`config.mk`:
```
export PLATFORM = sky130hd
export DESIGN_NAME = router_input_channel
export DESIGN_NICKNAME = d
export VERILOG_FILES = /design/src/rtl/router_input_channel.sv
export SDC_FILE = /design/constraint.sdc
export NUM_CORES = 1
export LEC_CHECK = 0
export ABC_CLOCK_PERIOD_IN_PS = 2940
export BUFFER_PORTS_ARGS = -buffer_cell sky130_fd_sc_hd__buf_2
export CORE_MARGIN = 2
export CORE_UTILIZATION = 29
export CTS_CLUSTER_DIAMETER = 100
export DETAILED_ROUTE_END_ITERATION = 6
export HOLD_SLACK_MARGIN = 0.08
export PLACE_DENSITY = 0.43
export SYNTH_ARGS = -nofsm -noshare
export SYNTH_HDL_FRONTEND = slang
export SYNTH_SLANG_ARGS = --single-unit
```
`constraint.sdc`:
```
create_clock -name clk -period 2.94 [get_ports clk]
set_input_delay 0.441 -clock clk [delete_from_list [all_inputs] [get_ports clk]]
set_output_delay 0.441 -clock clk [all_outputs]
set_load 0.03 [all_outputs]
```
`src/rtl/router_input_channel.sv`:
```
// router_input_channel: one mesh-router input port.
// Incoming flits are buffered in NUM_VC virtual-channel FIFOs selected by a
// rotating phase counter. The head of the VC being offered is routed
// dimension-ordered and presented with the relevant hop count decremented.
// Optional build macro: ROUTER_IC_YFIRST_EN selects Y-first routing
// (default, macro undefined: X-first routing).
module router_input_channel #(
  parameter int DATA_W = 64,
  parameter int NUM_VC = 2,
  parameter int DEPTH  = 4,
  parameter int HOP_W  = 4,
  parameter int PL_W   = 48,
  localparam int VC_W  = (NUM_VC > 1) ? $clog2(NUM_VC) : 1,
  localparam int CNT_W = $clog2(DEPTH + 1)
) (
  input  logic                    clk,
  input  logic                    reset,
  input  logic                    in_si,
  input  logic [DATA_W-1:0]       in_di,
  output logic                    in_ri,
  output logic [VC_W-1:0]         phase,
  output logic                    out_vld,
  output logic [2:0]              out_dir,
  output logic [VC_W-1:0]         out_vc,
  output logic [DATA_W-1:0]       out_do,
  input  logic                    out_gnt,
  output logic [NUM_VC*CNT_W-1:0] occ,
  output logic                    err_vc
);

  localparam int PTR_W  = (DEPTH > 1) ? $clog2(DEPTH) : 1;
  localparam int XDIR_B = DATA_W - 1 - VC_W;
  localparam int YDIR_B = DATA_W - 2 - VC_W;
  localparam int HX_LO  = PL_W + HOP_W;
  localparam int HY_LO  = PL_W;
  localparam logic [VC_W-1:0]  LAST_VC   = VC_W'(NUM_VC - 1);
  localparam logic [PTR_W-1:0] LAST_PTR  = PTR_W'(DEPTH - 1);
  localparam logic [2:0]       DIR_UP    = 3'd0;
  localparam logic [2:0]       DIR_DOWN  = 3'd1;
  localparam logic [2:0]       DIR_LEFT  = 3'd2;
  localparam logic [2:0]       DIR_RIGHT = 3'd3;
  localparam logic [2:0]       DIR_NIC   = 3'd4;

  logic [VC_W-1:0]   phase_reg;
  logic [VC_W-1:0]   rd_vc;
  logic [NUM_VC-1:0] full;
  logic [NUM_VC-1:0] empty;
  logic [DATA_W-1:0] head [NUM_VC];
  logic [DATA_W-1:0] head_sel;
  logic              wr_en;
  logic              pop;
  logic              vc_match;
  logic              err_reg;
  logic [2:0]        route_dir;
  logic [DATA_W-1:0] route_flit;
  logic [HOP_W-1:0]  hop_x;
  logic [HOP_W-1:0]  hop_y;

  // Pointer advance with explicit wrap so non-power-of-2 depths work.
  function automatic logic [PTR_W-1:0] ptr_inc(input logic [PTR_W-1:0] p);
    return (p == LAST_PTR) ? '0 : p + PTR_W'(1);
  endfunction

  // The VC being read is always one ahead of the VC being written, so a
  // FIFO is never written and read in the same cycle.
  assign rd_vc    = (phase_reg == LAST_VC) ? '0 : phase_reg + VC_W'(1);
  assign vc_match = (in_di[DATA_W-1 -: VC_W] == phase_reg);
  assign in_ri    = !reset && !full[phase_reg];
  assign wr_en    = in_si && in_ri && vc_match;
  assign out_vld  = !reset && !empty[rd_vc];
  assign pop      = out_vld && out_gnt;
  assign head_sel = head[rd_vc];
  assign phase    = phase_reg;
  assign out_vc   = rd_vc;
  assign err_vc   = err_reg;

  // Phase rotates through every VC once per NUM_VC cycles.
  always_ff @(posedge clk) begin
    if (reset) phase_reg <= '0;
    else       phase_reg <= (phase_reg == LAST_VC) ? '0 : phase_reg + VC_W'(1);
  end

  // Sticky flag for a flit offered on a VC other than the current phase.
  always_ff @(posedge clk) begin
    if (reset)                    err_reg <= 1'b0;
    else if (in_si && !vc_match)  err_reg <= 1'b1;
  end

  genvar gi;
  generate
    for (gi = 0; gi < NUM_VC; gi++) begin : g_vc
      logic [DATA_W-1:0] mem [DEPTH];
      logic [PTR_W-1:0]  wr_ptr_reg;
      logic [PTR_W-1:0]  rd_ptr_reg;
      logic [CNT_W-1:0]  count_reg;
      logic              wr_here;
      logic              rd_here;

      assign wr_here = wr_en && (phase_reg == VC_W'(gi));
      assign rd_here = pop && (rd_vc == VC_W'(gi));

      // Flit storage; contents need no reset since the count gates validity.
      always_ff @(posedge clk) begin
        if (wr_here) mem[wr_ptr_reg] <= in_di;
      end

      // Pointer and occupancy bookkeeping for this VC.
      always_ff @(posedge clk) begin
        if (reset) begin
          wr_ptr_reg <= '0;
          rd_ptr_reg <= '0;
          count_reg  <= '0;
        end else begin
          if (wr_here) wr_ptr_reg <= ptr_inc(wr_ptr_reg);
          if (rd_here) rd_ptr_reg <= ptr_inc(rd_ptr_reg);
          case ({wr_here, rd_here})
            2'b10:   count_reg <= count_reg + CNT_W'(1);
            2'b01:   count_reg <= count_reg - CNT_W'(1);
            default: count_reg <= count_reg;
          endcase
        end
      end

      assign full[gi]                = (count_reg == CNT_W'(DEPTH));
      assign empty[gi]               = (count_reg == '0);
      assign head[gi]                = mem[rd_ptr_reg];
      assign occ[gi*CNT_W +: CNT_W]  = count_reg;
    end
  endgenerate

  // Dimension-ordered route of the offered head flit, hop count decremented.
  always_comb begin
    route_dir  = DIR_NIC;
    route_flit = head_sel;
    hop_x      = head_sel[HX_LO +: HOP_W];
    hop_y      = head_sel[HY_LO +: HOP_W];
`ifdef ROUTER_IC_YFIRST_EN
    if (hop_y != '0) begin
      route_dir                  = head_sel[YDIR_B] ? DIR_DOWN : DIR_UP;
      route_flit[HY_LO +: HOP_W] = hop_y - HOP_W'(1);
    end else if (hop_x != '0) begin
      route_dir                  = head_sel[XDIR_B] ? DIR_LEFT : DIR_RIGHT;
      route_flit[HX_LO +: HOP_W] = hop_x - HOP_W'(1);
    end
`else
    if (hop_x != '0) begin
      route_dir                  = head_sel[XDIR_B] ? DIR_LEFT : DIR_RIGHT;
      route_flit[HX_LO +: HOP_W] = hop_x - HOP_W'(1);
    end else if (hop_y != '0) begin
      route_dir                  = head_sel[YDIR_B] ? DIR_DOWN : DIR_UP;
      route_flit[HY_LO +: HOP_W] = hop_y - HOP_W'(1);
    end
`endif
  end

  // Outputs are forced to zero whenever nothing is being offered.
  always_comb begin
    out_dir = out_vld ? route_dir : 3'd0;
    out_do  = out_vld ? route_flit : '0;
  end

endmodule
```
Word-level counts from Yosys, hierarchy flattened
Memory sizes are Yosys's and may differ from the RTL's. A register that Yosys moved wholly into a read port is not among the register bits.
Cells that the tools add are included.

word-level totals
  register bits after elaboration = 16
  RAM bits = 512
  bits of input ports = 68
  output and inout bits = 78
  memories kept = 2

memory list
  memory       words  bits a word  read ports  clocked after Yosys merged registers in  wr ports  line  RTL
  g_vc[0].mem  4      64           1           1                                        1         92    logic [DATA_W-1:0] mem [DEPTH];
  g_vc[1].mem  4      64           1           1                                        1         92

operators by class
  $add $sub $neg = 11
  $lt $le $gt $ge = 3
  eq/ne operators = 11
  multiplexer cells = 31
  bitwise logic cells = 3
  reduce and logical (&&, ||, !) cells = 20

operator list
  operator               number
  $mux W64               4
  $mux W2                8
  $eq A2 B2 Y1 const B   6
  $mux W4                3
  $pmux W3 S2            2
  $mux W1                11
  $logic_and A1 B1 Y1    10
  $mux W3                3
  $add A2 B1 Y2 const B  4
  $reduce_bool A4 Y1     2
  $sub A4 B1 Y4 const B  2
  $add A3 B1 Y3 const B  2
  $eq A3 B3 Y1 const B   2
  $logic_not A3 Y1       2
  $sub A3 B1 Y3 const B  2
  $eq A2 B1 Y1 const B   2
  $logic_not A1 Y1       4
  $lt A1 B2 Y1 const B   2
  $reduce_bool A2 Y1     2
  $ge A2 B2 Y1 const B   1
  $not A1 Y1             2
  $not A1 Y2             1
  $add A1 B1 Y1 const B  1
  $eq A1 B1 Y1           1

Logic depth before layout (Yosys ltp)
Gate-level depths: netlist (run 1).

  word-level depth = 10
  gate-level depth with buffers = 9
  gate-level depth less buffers = 8

Least setup slack after synthesis (run 1)
Ideal clock, no wire load.

  path kind = reg2reg
  start point = reg phase_reg (netlist: phase)
  end point = mem g_vc[1].mem[1][0] (enable)
  setup time = 429 ps
  data arrival time = 2,805 ps
  data required time = 2,511 ps
  path slack = -294 ps
  cell stages (with the launch flop) = 5
  cell sequence = dfxtp_1 -> buf_2 -> nand4b_1 -> nor2_1 -> and2_1

between the ends
  word-level cells in the longest chain between the ends = 9

ends and longest elaborated chain
  element                                     line  RTL
  start, declared                             44    logic [VC_W-1:0] phase_reg;
  start signal, assigned                      80    else phase_reg <= (phase_reg == LAST_VC) ? '0 : phase_reg + VC_W'(1);
  $mux W1 (not written as such) (2 in a row)  68    assign in_ri = !reset && !full[phase_reg];
  $logic_not A1 Y1                            68
  $logic_and A1 B1 Y1                         68
  $logic_and A1 B1 Y1 (2 in a row)            69    assign wr_en = in_si && in_ri && vc_match;
  $logic_and A1 B1 Y1 *                       99    assign wr_here = wr_en && (phase_reg == VC_W'(gi));
  $mux W1 *                                   104   if (wr_here) mem[wr_ptr_reg] <= in_di;
  $mux W1 (not written as such) *             104
  end, declared                               92

Mark *: on every way between the ends. The rest lies on a longest branch, timed or not. The select of a mux whose other input is x is not followed.

==> qor.csv, run 1 <==
metric;value;unit
outcome;finished with violations;
violated_checks;negative setup slack;
final_antenna_net_count;0;
synth_fp_nets;1119;
yosysSeqAreaShare;76.6;%
clk_transition_reported_paths;60;ps
die_x;271;microns
final_layout_size_suffix_gt1_share;38.7;%
first_pass_grt_wire_length;78900;microns
layout-area-overhead-vs-synth;26.6;%
worst_path_max_stage_delay;550;ps
cpMaxStageDelayCell;mux4_1;
setup_violations;17;
yosysMostFrequentCell;edfxtp_1;
r2r_end;g_vc[0].mem[0][46]$_DFFE_PP_;
final_min_period_over_clock_period;117;%
final_hold_violations;0;
timing.slew.headroom;65.5;%
num-nets-final;1353;
crit_family;multiplexers;
min_period;3450;ps
largest_register_ffs;512;
die_area;73200;sq um
ys_warn_count;0;
clock-skew-final;12.3;ps
ios;146;
synth_largest_type_area_fraction;74.6;%
avgRoutedWirePerCell;24.1;microns
power.sequential.fraction;51.6;%
critical_path.reg2reg.startpoint;phase$_SDFF_PP0_;
clkSinkCount;532;
relative_contribution_of_combinational_cells_to_total_power;7.0;%
worstSkewPairLatency;600;ps
dp.final_hpwl;29700;microns
min_to;g_vc[1].mem[0][51]$_DFFE_PP_;
timing.hold.ws;114;ps
instances_no_fill;2249;
number_of_synthesized_flops_with_an_enable_pin;512;
worst-path-buf-inv;2;
ctsHtreeMaxLevel;2;
wl;54300;microns
synth_largest_area_cell;edfxtp_1;
drc;0;
worst_case_setup_slack_after_placement;-25.7;ps
maxCapViolCount;0;
setup_slack_on_the_worst_flop_to_flop_path;460;ps
report.power.total;16.3;mW
r2r_cells;8;
setup_slack;-508;ps
slew_violations;0;
antenna_violations_before_repair;5;
design.core.area;70100;sq um
grt_start_max_net_pins;65;
worstPathArrival;3010;ps
power.share.clock;41.4;%
postSynth.asyncResetShare;0;%
ys_top_cells_by_area;edfxtp_1 (75%), mux4_2 (13%), nand2_1 (2.3%), dfxtp_1 (1.9%), a21oi_1 (1.6%);
net-switching-power;3.56;mW
whs_path_depth;1;
irDropWorstVdd;0.481;mV
cellPowerDensity;623;nW/um^2
numPlacedInstances;2127;
synth_flop_cell;edfxtp_1;
worstMarginPinSlew;517;ps
grt_usage;14.8;%
fp.dieH;271;microns
cts-root-buf;clkbuf_16;
synth_cell_type_count;47;
criticalPathCategory;flop to primary output;
power.static_leakage;8.39;nW
place_congestion;0.756;
worst-endpoint-required;2500;ps
viasPerCell;4.71;
count_of_hold_buffers_inserted_by_post_cts_repair;0;
number_of_drc_markers_after_the_initial_detailed_route_iteration;752;
initial_core_util;29.4;%
buffer_ports.inserted;145;
clock_tree.buffer_depth;3;
grt_setup_unrepaired;yes;
fillers;6508;
final_core_util;37.2;%
post_synth_inst_count;1037;
fmaxAchievable;0.290;GHz
grt_pass1_vias;11300;
post_synth_instance_area;20600;sq um
std_cell_rows;97;
worst_hold_startpoint;in_di[51];
critical_path.max_fanout;5;
sw_ratio;21.9;%
intPower;12.7;mW
synth.ff_latch_count;532;
drt_first_pass_iters;5;
synthesis.area_per_instance;19.9;sq um
routed-via-count;10600;
global_route_total_overflow;0;
cts-buffers-inserted;57;
crit_chain;mux4_1, mux2i_1, buf_4, ha_4, or4b_4, nand3_4, mux2_4, buf_6;
netlist_top_cells_count;edfxtp_1 (512), nand2_1 (126), mux4_2 (119), a21oi_1 (66), clkbuf_1 (29);
timing.critical_path.to_type;primary output;
critPathLaunchType;flop;
cts_tree;built;
classification_of_the_worst_slack_hold_path;input pin to flop;
## how the worst max path moves through the flow
stage	startpoint	end	slack [ps]	cells after the start
final	flop	out_do[49]	-510	8
after global routing	flop	out_do[49]	-630	8
after CTS	flop	out_do[49]	-580	8
after detailed placement	flop	out_do[49]	-30	8
after global placement	flop	out_do[24]	8	7
after floorplan	flop	out_do[49]	7	7
## per-layer routing
metal | global-route usage [%] | vias up | wire length [microns]
li1 | - | 4657 | -
met2 | 24.4 | 223 | 26200
met4 | 3.29 | 8 | 935
met3 | 2.72 | 69 | 2370
met5 | 0 | - | 52
met1 | 20.3 | 5631 | 24700
## worst reg2reg max path: stages (launching register included)
cell	delay, ps
dfxtp_4	360
buf_6	120
buf_6	110
buf_4	120
buf_4	140
nor2_1	210
and4b_1	450
and2_4	250
buf_4	360
## logic make-up (layout without fill, tap and decap cells)
group | Yosys count | in the layout | share of synthesized area [%]
AO/OA/AOI/OAI | 88 | 88 | 2.37
XOR/XNOR | 5 | 5 | 0.213
adder cells (fa/ha/maj) | 14 | 14 | 0.923
buffers and inverters | 66 | 337 | 1.34
AND/OR/NAND/NOR | 188 | 188 | 4.03
multiplexers | 144 | 144 | 14.6
other | 0 | 1 | 0
flip-flops | 532 | 532 | 76.6
## area by class of cell
class                      instances  area (sq um)  area share (%)
clock inverter                    22           184           0.705
tap                              940          1180            4.51
clock buffer                      74          1530            5.88
timing repair buffer             230          2200            8.44
antenna                            1          2.50         0.00959
multi-input combinational        439          5150            19.7
sequential                       532         15800            60.5
inverter                          11          46.3           0.177
## cells in the final DEF, fill, tap and decap left out, drive strengths merged, types with 4 or more instances in the layout
| master | synthesis | layout |
|---|---|---|
| nor3 | 6 | 6 |
| buf | 26 | 228 |
| a211oi | 4 | 4 |
| inv | 11 | 11 |
| clkbuf | 29 | 76 |
| nor2 | 21 | 21 |
| o21ai | 5 | 5 |
| a21oi | 66 | 66 |
| mux2i | 19 | 19 |
| and2 | 10 | 10 |
| clkinv | 0 | 18 |
| mux4 | 123 | 123 |
| o22ai | 4 | 4 |
| ha | 12 | 12 |
| edfxtp | 512 | 512 |
| nand2 | 126 | 126 |
| dfxtp | 20 | 20 |
## power groups by stage
stage / Clock, mW / Combinational, mW / Sequential (mW)
after floorplan: 0 / 0.461 / 8.56
after global placement: 0 / 0.871 / 8.54
after detailed placement: 0 / 0.876 / 8.54
after CTS: 6.91 / 1.16 / 8.38
after global routing: 7.21 / 1.22 / 8.38
final: 6.73 / 1.14 / 8.38
## metrics by stage
stage	instance area [sq um]	setup TNS (ps)
floorplan	20600	0
global placement	23000	0
detailed placement	23000	-53.9
CTS	26000	-7850
global route	26100	-7810
finish	26100	-4100
## timing repair
item,CTS,global route
hold endpoints to repair,0,0
gates cloned,9,1
pin swaps,3,1
setup endpoints to repair,55,59
resized for setup,233,19
buffers inserted,17,4
Note: power is estimated with default switching activity, not from simulation.
==> run 2, diff against run 1 <==
- BUFFER_PORTS_ARGS: -buffer_cell sky130_fd_sc_hd__buf_2 -> -buffer_cell sky130_fd_sc_hd__buf_4
- CORE_MARGIN: 2 -> unset
==> run 2 against run 1 <==
Against the previous run:
- the run still ends with negative setup slack left
- worst hold slack improved by 48 ps
- non-clock buffer count increased by 73
- combinational power increased by 4%
- sequential cell count unchanged
- die area decreased by 1.5%
- via count increased by 2.1%
- critical path type unchanged
- largest power group unchanged
==> qor.csv, run 2 (synthesis results as in run 1) <==
metric;value;unit;change
final_antenna_net_count;0;;unchanged
worstMarginPinSlew;524;ps;was 517 ps
setup_slack;-500;ps;was -508 ps
dp.final_hpwl;29100;microns;was 29700 microns
drc;0;;unchanged
ios;146;;unchanged
irDropWorstVdd;0.441;mV;was 0.481 mV
die_x;269;microns;was 271 microns
most_common_library_cell_in_the_layout_ignoring_fill_and_taps;edfxtp_1;;unchanged
number_of_drc_markers_after_the_initial_detailed_route_iteration;566;;was 752
fin_tns_setup;-6480;ps;was -4100 ps
total_inserted_antenna_cells;0;;was 1
grt_setup_unrepaired;yes;;unchanged
wl;54700;microns;was 54300 microns
first_pass_grt_wire_length;77900;microns;was 78900 microns
criticalPathCategory;flop to primary output;;unchanged
ctsHtreeMaxLevel;2;;unchanged
global_route_total_overflow;0;;unchanged
final_min_period_over_clock_period;117;%;about the same
buffer_ports.inserted;145;;unchanged
largest_register_ffs;512;;unchanged
worst-endpoint-required;2500;ps;about the same
clock_tree.buffer_depth;3;;unchanged
layout-area-overhead-vs-synth;31.3;%;was 26.6%
avgRoutedWirePerCell;23.5;microns;was 24.1 microns
layout_common_cells;edfxtp_1 (512), buf_4 (139), mux4_2 (122);;was edfxtp_1 (512), nand2_1 (125), mux4_2 (119)
grt_start_max_net_pins;54;;was 65
postPlaceCellArea;23500;sq um;was 23000 sq um
design.core.area;70100;sq um;unchanged
clock-skew-final;11.8;ps;was 12.3 ps
timing.slew.headroom;65.1;%;was 65.5%
slew_violations;0;;unchanged
setup_violations;59;;was 17
grt_pass1_vias;11600;;was 11300
antenna_violations_before_repair;3;;was 5
final_area;27100;sq um;was 26100 sq um
maxCapViolCount;0;;unchanged
min_period;3440;ps;was 3450 ps
cellPowerDensity;606;nW/um^2;was 623 nW/um^2
critPathLaunchType;flop;;unchanged
report.power.total;16.4;mW;was 16.3 mW
worstPathArrival;3000;ps;was 3010 ps
fmaxAchievable;0.291;GHz;was 0.290 GHz
std_cell_rows;97;;unchanged
place_congestion;0.739;;was 0.756
final_hold_violations;0;;unchanged
r2r_cells;6;;was 8
power.static_leakage;8.78;nW;was 8.39 nW
clkSinkCount;532;;unchanged
final_layout_size_suffix_gt1_share;40.2;%;was 38.7%
routed-via-count;10800;;was 10600
outcome;finished with violations;;unchanged
classification_of_the_worst_slack_hold_path;input pin to flop;;unchanged
violated_checks;negative setup slack;;unchanged
whs_path_depth;1;;unchanged
critical_path.max_fanout;5;;unchanged
num-nets-final;1428;;was 1353
viasPerCell;4.63;;was 4.71
die_area;72100;sq um;was 73200 sq um
timing.critical_path.to_type;primary output;;unchanged
grt_usage;14.8;%;about the same
cts-root-buf;clkbuf_16;;unchanged
clk_transition_reported_paths;60;ps;about the same
cts-buffers-inserted;59;;was 57
initial_core_util;29.4;%;unchanged
worstSkewPairLatency;600;ps;about the same
fp.dieH;269;microns;was 271 microns
drt_first_pass_iters;4;;was 5
cts_tree;built;;unchanged
==> run 2: changes by cell type in the layout (fill, tap and decap cells not counted), sizes merged <==
cell	delta
clkinv	+10
clkbuf	+8
buf	+5
inv	-1
dlygate4sd3	+64
bufinv	-1
clkinvlp	-1
diode	-1
==> run 2: timing repair <==
action | CTS | global route
hold buffers | 64 | 0
hold endpoints to repair | 505 | 0
setup endpoints to repair | 64 | 64
resized for setup | 30 | 164
pin swaps | 4 | 13
cloned | 3 | 8
setup buffers | 11 | 13
==> run 2: final cells by class <==
cell class | count | area (sq um)
clock inverters | 29 | 174
flip-flops and latches | 532 | 15800
fillers | 6578 | 43100
repair buffers | 303 | 3230
inverters | 11 | 42.5
clock buffers | 78 | 1590
well taps | 940 | 1180
multi-input cells | 439 | 5040
==> run 2: worst max-delay path, stage by stage (launching register included) <==
cell and delay [ps]:
dfxtp_4 400, buf_12 120, mux4_2 490, mux2_4 290
or4b_4 510, nand3_4 130, mux2_4 310, buf_6 140
==> run 2: path summary, 6_finish.rpt <==
path | start | endpoint | slack (ps)
max | flop | out_do[49] | -500
min | in_di[63] | g_vc[1].mem[0][63]$_DFFE_PP_ | 160
max reg2reg | phase$_SDFF_PP0_ | g_vc[0].count_reg[2]$_SDFFE_PP0P_ | 600
min reg2reg | err_vc$_SDFFE_PP0P_ | err_vc$_SDFFE_PP0P_ | 490
==> run 2: metrics by stage <==
| stage | setup slack [ps] | std cells | hold WS [ps] | util [%] |
|---|---|---|---|---|
| after floorplan | 6.79 | 1037 | 454 | - |
| after global placement | -12.9 | 2131 | 454 | 33.5 |
| after detailed placement | -26.7 | 2131 | 472 | 33.5 |
| after CTS | -571 | 2316 | 122 | 37.3 |
| after global routing | -598 | 2332 | 147 | 38.6 |
| final | -500 | 2332 | 162 | 38.6 |
==> run 2: where the power goes <==
group	switching [mW]	internal [mW]	total (mW)
sequential	0.0263	8.36	8.38
combinational	0.674	0.515	1.19
clock	2.89	3.93	6.82
total	3.59	12.8	16.4
==> run 2: routing by layer <==
metal  vias up  part of all wire, %  GRT usage [%]
met1      5733                   46           20.3
met3        69                  4.0           2.54
met5         -                0.075              0
li1       4800                    -              -
met4         6                  1.4           3.16
met2       199                   49           24.8
